===== config.mk =====
export PLATFORM = sky130hd
export DESIGN_NAME = instruction_loader
export DESIGN_NICKNAME = d
export VERILOG_FILES = /design/src/rtl/instruction_loader.sv
export SDC_FILE = /design/constraint.sdc
export NUM_CORES = 1
export LEC_CHECK = 0
export BUFFER_PORTS_ARGS = -buffer_cell sky130_fd_sc_hd__buf_2
export CORE_MARGIN = 2
export CORE_UTILIZATION = 45
export DETAILED_ROUTE_END_ITERATION = 10
export GPL_TIMING_DRIVEN = 0
export PLACE_DENSITY = 0.67
export SYNTH_ARGS = -nofsm -noshare
export SYNTH_HDL_FRONTEND = slang
export SYNTH_SLANG_ARGS = --single-unit
export TNS_END_PERCENT = 5

===== constraint.sdc =====
create_clock -name clk -period 6.14 [get_ports clk]
set_input_delay 0.307 -clock clk [delete_from_list [all_inputs] [get_ports clk]]
set_output_delay 0.307 -clock clk [all_outputs]
set_load 0.02 [all_outputs]

===== src/rtl/instruction_loader.sv =====
// Byte-stream loader that assembles little-endian words and writes them to instruction memory.
// Define CHECKSUM_EN to expect a trailing 32-bit XOR checksum word after the instructions.
module instruction_loader #(
  parameter int ADDR_WIDTH = 7
) (
  input  logic                  clk,
  input  logic                  rst,
  input  logic                  start,
  input  logic                  in_valid,
  input  logic [7:0]            in_data,
  output logic                  in_ready,
  output logic                  mem_we,
  output logic [ADDR_WIDTH-1:0] mem_addr,
  output logic [31:0]           mem_wdata,
  output logic                  busy,
  output logic                  done,
  output logic                  err,
  output logic [ADDR_WIDTH:0]   word_count
);

  localparam logic [31:0] MAX_WORDS = 32'(1 << ADDR_WIDTH);

  typedef enum logic [2:0] {
    S_IDLE,
    S_HEADER,
    S_LOAD,
`ifdef CHECKSUM_EN
    S_CHECK,
`endif
    S_DONE
  } state_t;

  state_t                state_q, state_d;
  logic [1:0]            byte_idx_q, byte_idx_d;
  logic [23:0]           word_buf_q, word_buf_d;
  logic [ADDR_WIDTH:0]   n_q, n_d;
  logic [ADDR_WIDTH:0]   word_count_q, word_count_d;
  logic                  mem_we_q, mem_we_d;
  logic [ADDR_WIDTH-1:0] mem_addr_q, mem_addr_d;
  logic [31:0]           mem_wdata_q, mem_wdata_d;
  logic                  err_q, err_d;
`ifdef CHECKSUM_EN
  logic [31:0]           csum_q, csum_d;
`endif

  logic                  accept;
  logic                  word_done;
  logic [31:0]           full_word;
  logic [ADDR_WIDTH:0]   count_inc;

  assign in_ready   = busy;
  assign done       = (state_q == S_DONE);
  assign err        = err_q;
  assign mem_we     = mem_we_q;
  assign mem_addr   = mem_addr_q;
  assign mem_wdata  = mem_wdata_q;
  assign word_count = word_count_q;

  always_comb begin
    busy = (state_q == S_HEADER) || (state_q == S_LOAD);
`ifdef CHECKSUM_EN
    busy = busy || (state_q == S_CHECK);
`endif
  end

  assign accept    = in_valid & in_ready;
  assign word_done = accept && (byte_idx_q == 2'd3);
  assign full_word = {in_data, word_buf_q};
  assign count_inc = word_count_q + (ADDR_WIDTH+1)'(1);

  always_comb begin
    state_d      = state_q;
    byte_idx_d   = byte_idx_q;
    word_buf_d   = word_buf_q;
    n_d          = n_q;
    word_count_d = word_count_q;
    mem_we_d     = 1'b0;
    mem_addr_d   = mem_addr_q;
    mem_wdata_d  = mem_wdata_q;
    err_d        = err_q;
`ifdef CHECKSUM_EN
    csum_d       = csum_q;
`endif

    if (accept) begin
      byte_idx_d = byte_idx_q + 2'd1;
      case (byte_idx_q)
        2'd0:    word_buf_d[7:0]   = in_data;
        2'd1:    word_buf_d[15:8]  = in_data;
        2'd2:    word_buf_d[23:16] = in_data;
        default: word_buf_d        = word_buf_q;
      endcase
    end

    case (state_q)
      S_IDLE, S_DONE: begin
        if (start) begin
          state_d      = S_HEADER;
          byte_idx_d   = 2'd0;
          word_count_d = '0;
          err_d        = 1'b0;
`ifdef CHECKSUM_EN
          csum_d       = '0;
`endif
        end
      end
      S_HEADER: begin
        if (word_done) begin
          if (full_word == 32'd0) begin
            state_d = S_DONE;
            err_d   = 1'b0;
          end else if (full_word > MAX_WORDS) begin
            state_d = S_DONE;
            err_d   = 1'b1;
          end else begin
            n_d     = full_word[ADDR_WIDTH:0];
            state_d = S_LOAD;
          end
        end
      end
      S_LOAD: begin
        // The write is registered, so it lands exactly one cycle after the completing byte.
        if (word_done) begin
          mem_we_d     = 1'b1;
          mem_addr_d   = word_count_q[ADDR_WIDTH-1:0];
          mem_wdata_d  = full_word;
          word_count_d = count_inc;
`ifdef CHECKSUM_EN
          csum_d       = csum_q ^ full_word;
          if (count_inc == n_q) state_d = S_CHECK;
`else
          if (count_inc == n_q) state_d = S_DONE;
`endif
        end
      end
`ifdef CHECKSUM_EN
      S_CHECK: begin
        if (word_done) begin
          err_d   = (full_word != csum_q);
          state_d = S_DONE;
        end
      end
`endif
      default: state_d = S_IDLE;
    endcase
  end

  always_ff @(posedge clk) begin
    if (rst) begin
      state_q      <= S_IDLE;
      byte_idx_q   <= 2'd0;
      word_buf_q   <= '0;
      n_q          <= '0;
      word_count_q <= '0;
      mem_we_q     <= 1'b0;
      mem_addr_q   <= '0;
      mem_wdata_q  <= '0;
      err_q        <= 1'b0;
`ifdef CHECKSUM_EN
      csum_q       <= '0;
`endif
    end else begin
      state_q      <= state_d;
      byte_idx_q   <= byte_idx_d;
      word_buf_q   <= word_buf_d;
      n_q          <= n_d;
      word_count_q <= word_count_d;
      mem_we_q     <= mem_we_d;
      mem_addr_q   <= mem_addr_d;
      mem_wdata_q  <= mem_wdata_d;
      err_q        <= err_d;
`ifdef CHECKSUM_EN
      csum_q       <= csum_d;
`endif
    end
  end

endmodule

After elaboration in Yosys (flattened, before gate mapping)
Index checks and enable logic that the tools add are counted.
{"block": "totals", "register_bits": 86, "input_bits": 12}
{"block": "op_classes", "n_reduce_logical": 17, "addsub": 2, "eq_ne": 12, "magnitude_cmp": 1, "bitwise_logic": 4, "mux": 19}
{"op": "32-bit by 8-bit greater-than comparator with 1-bit output, second input constant", "count": 1}
{"op": "32-bit zero test", "count": 1}
{"op": "8-bit two-way mux", "count": 2}
{"op": "8-bit one-hot mux with 2 select lines", "count": 1}
{"op": "3-bit two-way mux", "count": 4}
{"op": "4-bit AND reduction", "count": 3}
{"op": "3-bit one-hot mux with 3 select lines", "count": 1}
{"op": "8-bit by 1-bit adder with 8-bit output, second input constant", "count": 1}
{"op": "8-bit equality test", "count": 1}
{"op": "2-bit AND reduction", "count": 4}
{"op": "1-bit two-way mux", "count": 7}
{"op": "3-bit by 2-bit equality test with 1-bit output, second input constant", "count": 2}
{"op": "2-bit two-way mux", "count": 3}
{"op": "2-bit inequality test, second input constant", "count": 3}
{"op": "2-bit equality test, second input constant", "count": 2}
{"op": "2-bit nonzero test", "count": 2}
{"op": "2-bit OR reduction", "count": 2}
{"op": "3-bit by 1-bit equality test with 1-bit output, second input constant", "count": 1}
{"op": "3-bit zero test", "count": 1}
{"op": "3-bit by 1-bit inequality test with 1-bit output, second input constant", "count": 1}
{"op": "1-bit inverter", "count": 3}
{"op": "3-bit AND reduction", "count": 1}
{"op": "2-bit by 1-bit adder with 2-bit output, second input constant", "count": 1}
{"op": "2-bit by 1-bit equality test with 1-bit output, second input constant", "count": 1}
{"op": "6 further kinds", "count": 6}

Depth between registers and ports, before layout
{"block": "logic_depth", "word_depth": 6, "mapped_depth": 9, "ltp_nobuf": 8}

Worst setup path before layout
Ideal clock, no wire load.
{"block": "synth_timing", "path_kind": "register to register", "from": "reg word_count_q[0] (netlist: word_count[0])", "to": "reg state_q[0]", "path_slack_ns": 3.673, "arrival_time_ns": 2.322, "stages_incl_launch_ff": 8, "required_ns": 5.996, "path_cell_list": "dfxtp_1 -> ha_1 -> nand3_2 -> or3_4 -> a2111oi_4 -> o311ai_2 -> a2111oi_2 -> a311oi_1"}
{"block": "synth_via", "elab_chain_len": 4}
{"item": "start: declaration", "line": "37", "rtl": "logic [ADDR_WIDTH:0] word_count_q, word_count_d;"}
{"item": "start signal: assignment", "line": "167", "rtl": "word_count_q <= word_count_d;"}
{"item": "8-bit by 1-bit adder with 8-bit output", "line": "69", "rtl": "assign count_inc = word_count_q + (ADDR_WIDTH+1)'(1);"}
{"item": "8-bit equality test", "line": "132", "rtl": "if (count_inc == n_q) state_d = S_DONE;"}
{"item": "2-bit by 1-bit inequality test with 1-bit output (no source line)"}
{"item": "4-bit AND reduction (no source line)"}
{"item": "end signal: assignment", "line": "163", "rtl": "state_q <= state_d;"}
{"item": "end: declaration", "line": "33", "rtl": "state_t state_q, state_d;"}
Every way passes these cells.
A chain may end at the register's enable or synchronous reset.

Worst setup path after layout
{"block": "layout_timing", "from": "reg state_q[0]", "to": "reg word_count_q[3] (netlist: word_count[3])"}
{"block": "layout_via", "elab_chain_len": 6, "elab_cells_between_ends": 13}
{"item": "3-bit by 1-bit equality test with 1-bit output or 3-bit by 2-bit equality test with 1-bit output (tied branches)", "line": "60, 95"}
{"item": "1-bit logical OR", "line": "60", "rtl": "busy = (state_q == S_HEADER) || (state_q == S_LOAD);"}
{"item": "1-bit bitwise AND", "line": "66", "rtl": "assign accept = in_valid & in_ready;"}
{"item": "1-bit logical AND", "line": "67", "rtl": "assign word_done = accept && (byte_idx_q == 2'd3);"}
{"item": "2-bit inequality test (no source line)"}
{"item": "3-bit AND reduction (no source line)"}
Several ways; a longest one is shown, not always the timed one.

==> results.txt <==
----------------------------------------------------
[Final layout]
  Commonest cells after routing, fill and taps aside ... 111 x sky130_fd_sc_hd__nand2_1, 85 x sky130_fd_sc_hd__dfxtp_1, 73 x sky130_fd_sc_hd__a21oi_1
  Final design instance area without fill ... roughly 4200 µm²
  Finished Core Util ... 0.549
  Antenna Diode Count ... 0
  Final instance count without filler cells ... a little over 600
  Synth-to-layout area growth ... 18.5%
  Most common library cell in the layout ignoring fill and taps ... sky130_fd_sc_hd__nand2_1
  Layout fillers ... between 700 and 800
  Number of nets at the end of the flow ... 536
  Share of layout cells above drive strength 1 ... 0.167

[Place]
  Cell count after placement ... approximately 610
  Routability cong. ... approximately 0.89
  Total cell area at the placement stage ... 4020 µm²
  Detailed Place HPWL ... roughly 6.6 mm
  Number of port buffers ... slightly above 60
  Pre-CTS WS ... approximately 3.6 ns

[Critical path]
  Startpoint of the worst-slack reg-to-reg timing path ... state_q[0]
  Arr. time, crit path ... roughly 2.9 ns
  Slowest cell on the critical path ... sky130_fd_sc_hd__a31oi_1
  Worst Setup End Kind ... flop
  Delay-heaviest family, CP ... compound AO/OA/AOI/OAI gates
  Worst Path Class, Setup ... reg2reg
  Critical path required time ... between 6 and 7 ns
  Slowest stage delay, CP ... approximately 0.63 ns
  Worst setup startpoint ... state_q[0]
  Worst-path fanout max ... 8
  Cell-by-cell trace of the critical path ... inv_1, ha_1, and3b_1, and2_1, clkbuf_1, a31oi_1, o21ai_0, a21oi_1
  CP Buf/Inv Count ... 2
  Critical Path Start Type ... flop

[Global routing]
  Total congestion overflow ... 0
  Pin count of the biggest net entering global routing ... 16
  Initial antenna violation count ... 0
  Vias in the first global route ... 3,016
  Total routing resource utilization after global routing ... 0.220
  Global-route wire length before repair ... around 15 mm

[Pwr]
  Pwr/cell area ... between 300 and 400 nW/µm²
  Worst vdd ir ... between 0.2 and 0.25 mV
  Pwr Total ... 1.30 mW
  Standby leakage power ... roughly 1.6 nW

[Logic synthesis]
  Synthesized net count ... 463
  Mean cell area of the mapped netlist ... approximately 8.1 µm²
  Total of flip-flops plus latches after synthesis ... 85
  Cell types with the largest area share after synthesis ... sky130_fd_sc_hd__dfxtp_1 48%, sky130_fd_sc_hd__nand2_1 12%, sky130_fd_sc_hd__a21oi_1 10%
  Sequential-to-total area share from yosys stat ... 0.476
  Count of warnings emitted by yosys ... 0
  Count of mapped cells out of synthesis ... 443
  Cell area after technology mapping ... 3580 µm²
  Number of enable flip-flop cells after synthesis ... 0
  Main flop type after synthesis ... sky130_fd_sc_hd__dfxtp_1
  Top cell type by total area after synthesis ... sky130_fd_sc_hd__dfxtp_1
  Unique cell type count in the Yosys netlist ... 43
  Async SR Flop Fraction ... 0
  Fraction of synthesized cell area taken by the top area cell type ... 0.476

[Floorplanning]
  Die Area ... 8680 µm²
  Starting density of the core ... 0.463
  I/O pin total ... 64
  Horizontal die dimension ... around 93 µm
  Site Rows ... 32
  Placeable Area ... 7730 µm²
  Height of the die ... between 90 and 100 µm

[Status]
  Status ... finished clean

[Detailed routing]
  Number of detailed-route iterations in the first pass ... 4
  Number of DRC markers after the initial detailed-route iteration ... ~210
  Mean routed wirelength per cell ... roughly 15 µm
  DRC violation count after routing ... 0
  Count of nets left with antenna violations after detail routing ... 0
  Sum of routed wire length over all layers ... between 9 and 10 mm
  Vias per Instance ... roughly 5.3
  Total via count in the routed design ... roughly 3,300

[Clock tree]
  Cts hold-fix bufs ... 0
  Worst skew pair latency ... 0.37 ns
  CTS tree ... built
  Post-CTS Setup Inserts ... 0
  Clock tree sinks ... 85
  Clock transition time at the flip-flop clock pins of the worst setup and hold paths ... approximately 0.10 ns
  Post-cts sizing count ... 0
  Clock root buffer ... sky130_fd_sc_hd__clkbuf_8
  H-tree lvl count ... 3
  CTS buffer count ... 9
  Maximum buffer depth of the clock tree ... 2

[Min path]
  Launch point of the worst hold path ... in_data[7]
  Path class of the lowest-slack min-delay path ... in2reg

[STA]
  Tcrit/Tclk final ... 0.419
  Transition time at the pin with the least slew margin ... about 0.76 ns
  Highest clock rate ... between 300 and 400 MHz
  Final hold violations ... 0
  Unrepaired setup endpoints after global routing ... no
  Final count of pins violating max slew ... 0
  Post-layout minimum cycle time ... 2.57 ns
  TNS Setup ... 0 ns
  Worst slack on hold paths ... between 0.2 and 0.25 ns
  Rel. slew slack ... 0.494
  Worst-case setup margin in the final layout ... around 3.6 ns
  Setup violation total in the final timing report ... 0
  Final worst clock skew ... between 0.01 and 0.015 ns

[Flow run]
  Number of maximum-capacitance violations ... 0

----------------------------------------------------
==> final cells by class <==
cell class | count | area (µm²) | share of cell area
well taps | 102 | 128 | 0.0301
plain buffers | 28 | 115 | 0.0272
clock buffers | 9 | 124 | 0.0292
flip-flops and latches | 85 | 1700 | 0.401
inverters | 7 | 26.3 | 0.00620
multi-input cells | 323 | 1740 | 0.409
clock inverters | 7 | 98.8 | 0.0233
repair buffers | 62 | 310 | 0.0732
==> cells by family (layout without fill, tap and decap cells) <==
group,after synthesis,after routing,synth area share
AO/OA/AOI/OAI,98,98,0.160
AND/OR/NAND/NOR,198,198,0.247
buffers and inverters,35,113,0.0395
flip-flops,85,85,0.476
XOR/XNOR,9,9,0.0220
adder cells (fa/ha/maj),8,8,0.0280
multiplexers,10,10,0.0280
==> power by group <==
part / total (mW) / switching (mW) / internal (mW)
logic: 0.258 / 0.172 / 0.0861
registers: 0.603 / 0.0272 / 0.575
clock network: 0.443 / 0.212 / 0.231
total: 1.30 / 0.412 / 0.892
==> Yosys cell counts, types with 3 or more instances <==
library cell               instances
sky130_fd_sc_hd__nor2b_1           4
sky130_fd_sc_hd__xnor2_1           6
sky130_fd_sc_hd__clkbuf_1         24
sky130_fd_sc_hd__nand3_1          28
sky130_fd_sc_hd__a21oi_1          73
sky130_fd_sc_hd__o21ai_0           7
sky130_fd_sc_hd__inv_1             7
sky130_fd_sc_hd__dfxtp_1          85
sky130_fd_sc_hd__nor4_1            8
sky130_fd_sc_hd__xor2_1            3
sky130_fd_sc_hd__nor3_1            5
sky130_fd_sc_hd__or3_1             3
sky130_fd_sc_hd__mux2i_1          10
sky130_fd_sc_hd__ha_1              8
sky130_fd_sc_hd__nand2_1         111
sky130_fd_sc_hd__nand3b_1          3
sky130_fd_sc_hd__nor2_1           25
==> flip-flops by register name (all words and copies together), names as in the netlist <==
signal,count
err,1
word_count,8
mem_we,1
mem_wdata,32
mem_addr,7
state_q,2
word_buf_q,24
n_q,8
byte_idx_q,2
==> final timing paths <==
path,end,slack (ns),cells after the start
setup / recovery,word_count[3],3.57,8
hold / removal,mem_wdata[31],0.22,3
setup reg to reg,word_count[3],3.57,8
hold reg to reg,mem_wdata[24],0.45,2
==> worst reg2reg max path, stage by stage, from the launching register on <==
cell,delay (ns)
sky130_fd_sc_hd__dfxtp_1,0.37
sky130_fd_sc_hd__inv_1,0.07
sky130_fd_sc_hd__ha_1,0.41
sky130_fd_sc_hd__and3b_1,0.26
sky130_fd_sc_hd__and2_1,0.17
sky130_fd_sc_hd__clkbuf_1,0.22
sky130_fd_sc_hd__a31oi_1,0.63
sky130_fd_sc_hd__o21ai_0,0.21
sky130_fd_sc_hd__a21oi_1,0.15
==> routing by layer <==
layer	vias to the layer above	global-route usage	wire length, µm
met1	1535	0.296	4240
met5	-	0	0
met3	7	0.0629	596
met4	0	0.0576	102
li1	1663	-	-
met2	99	0.348	4270
Note: power is estimated with default switching activity, not from simulation.
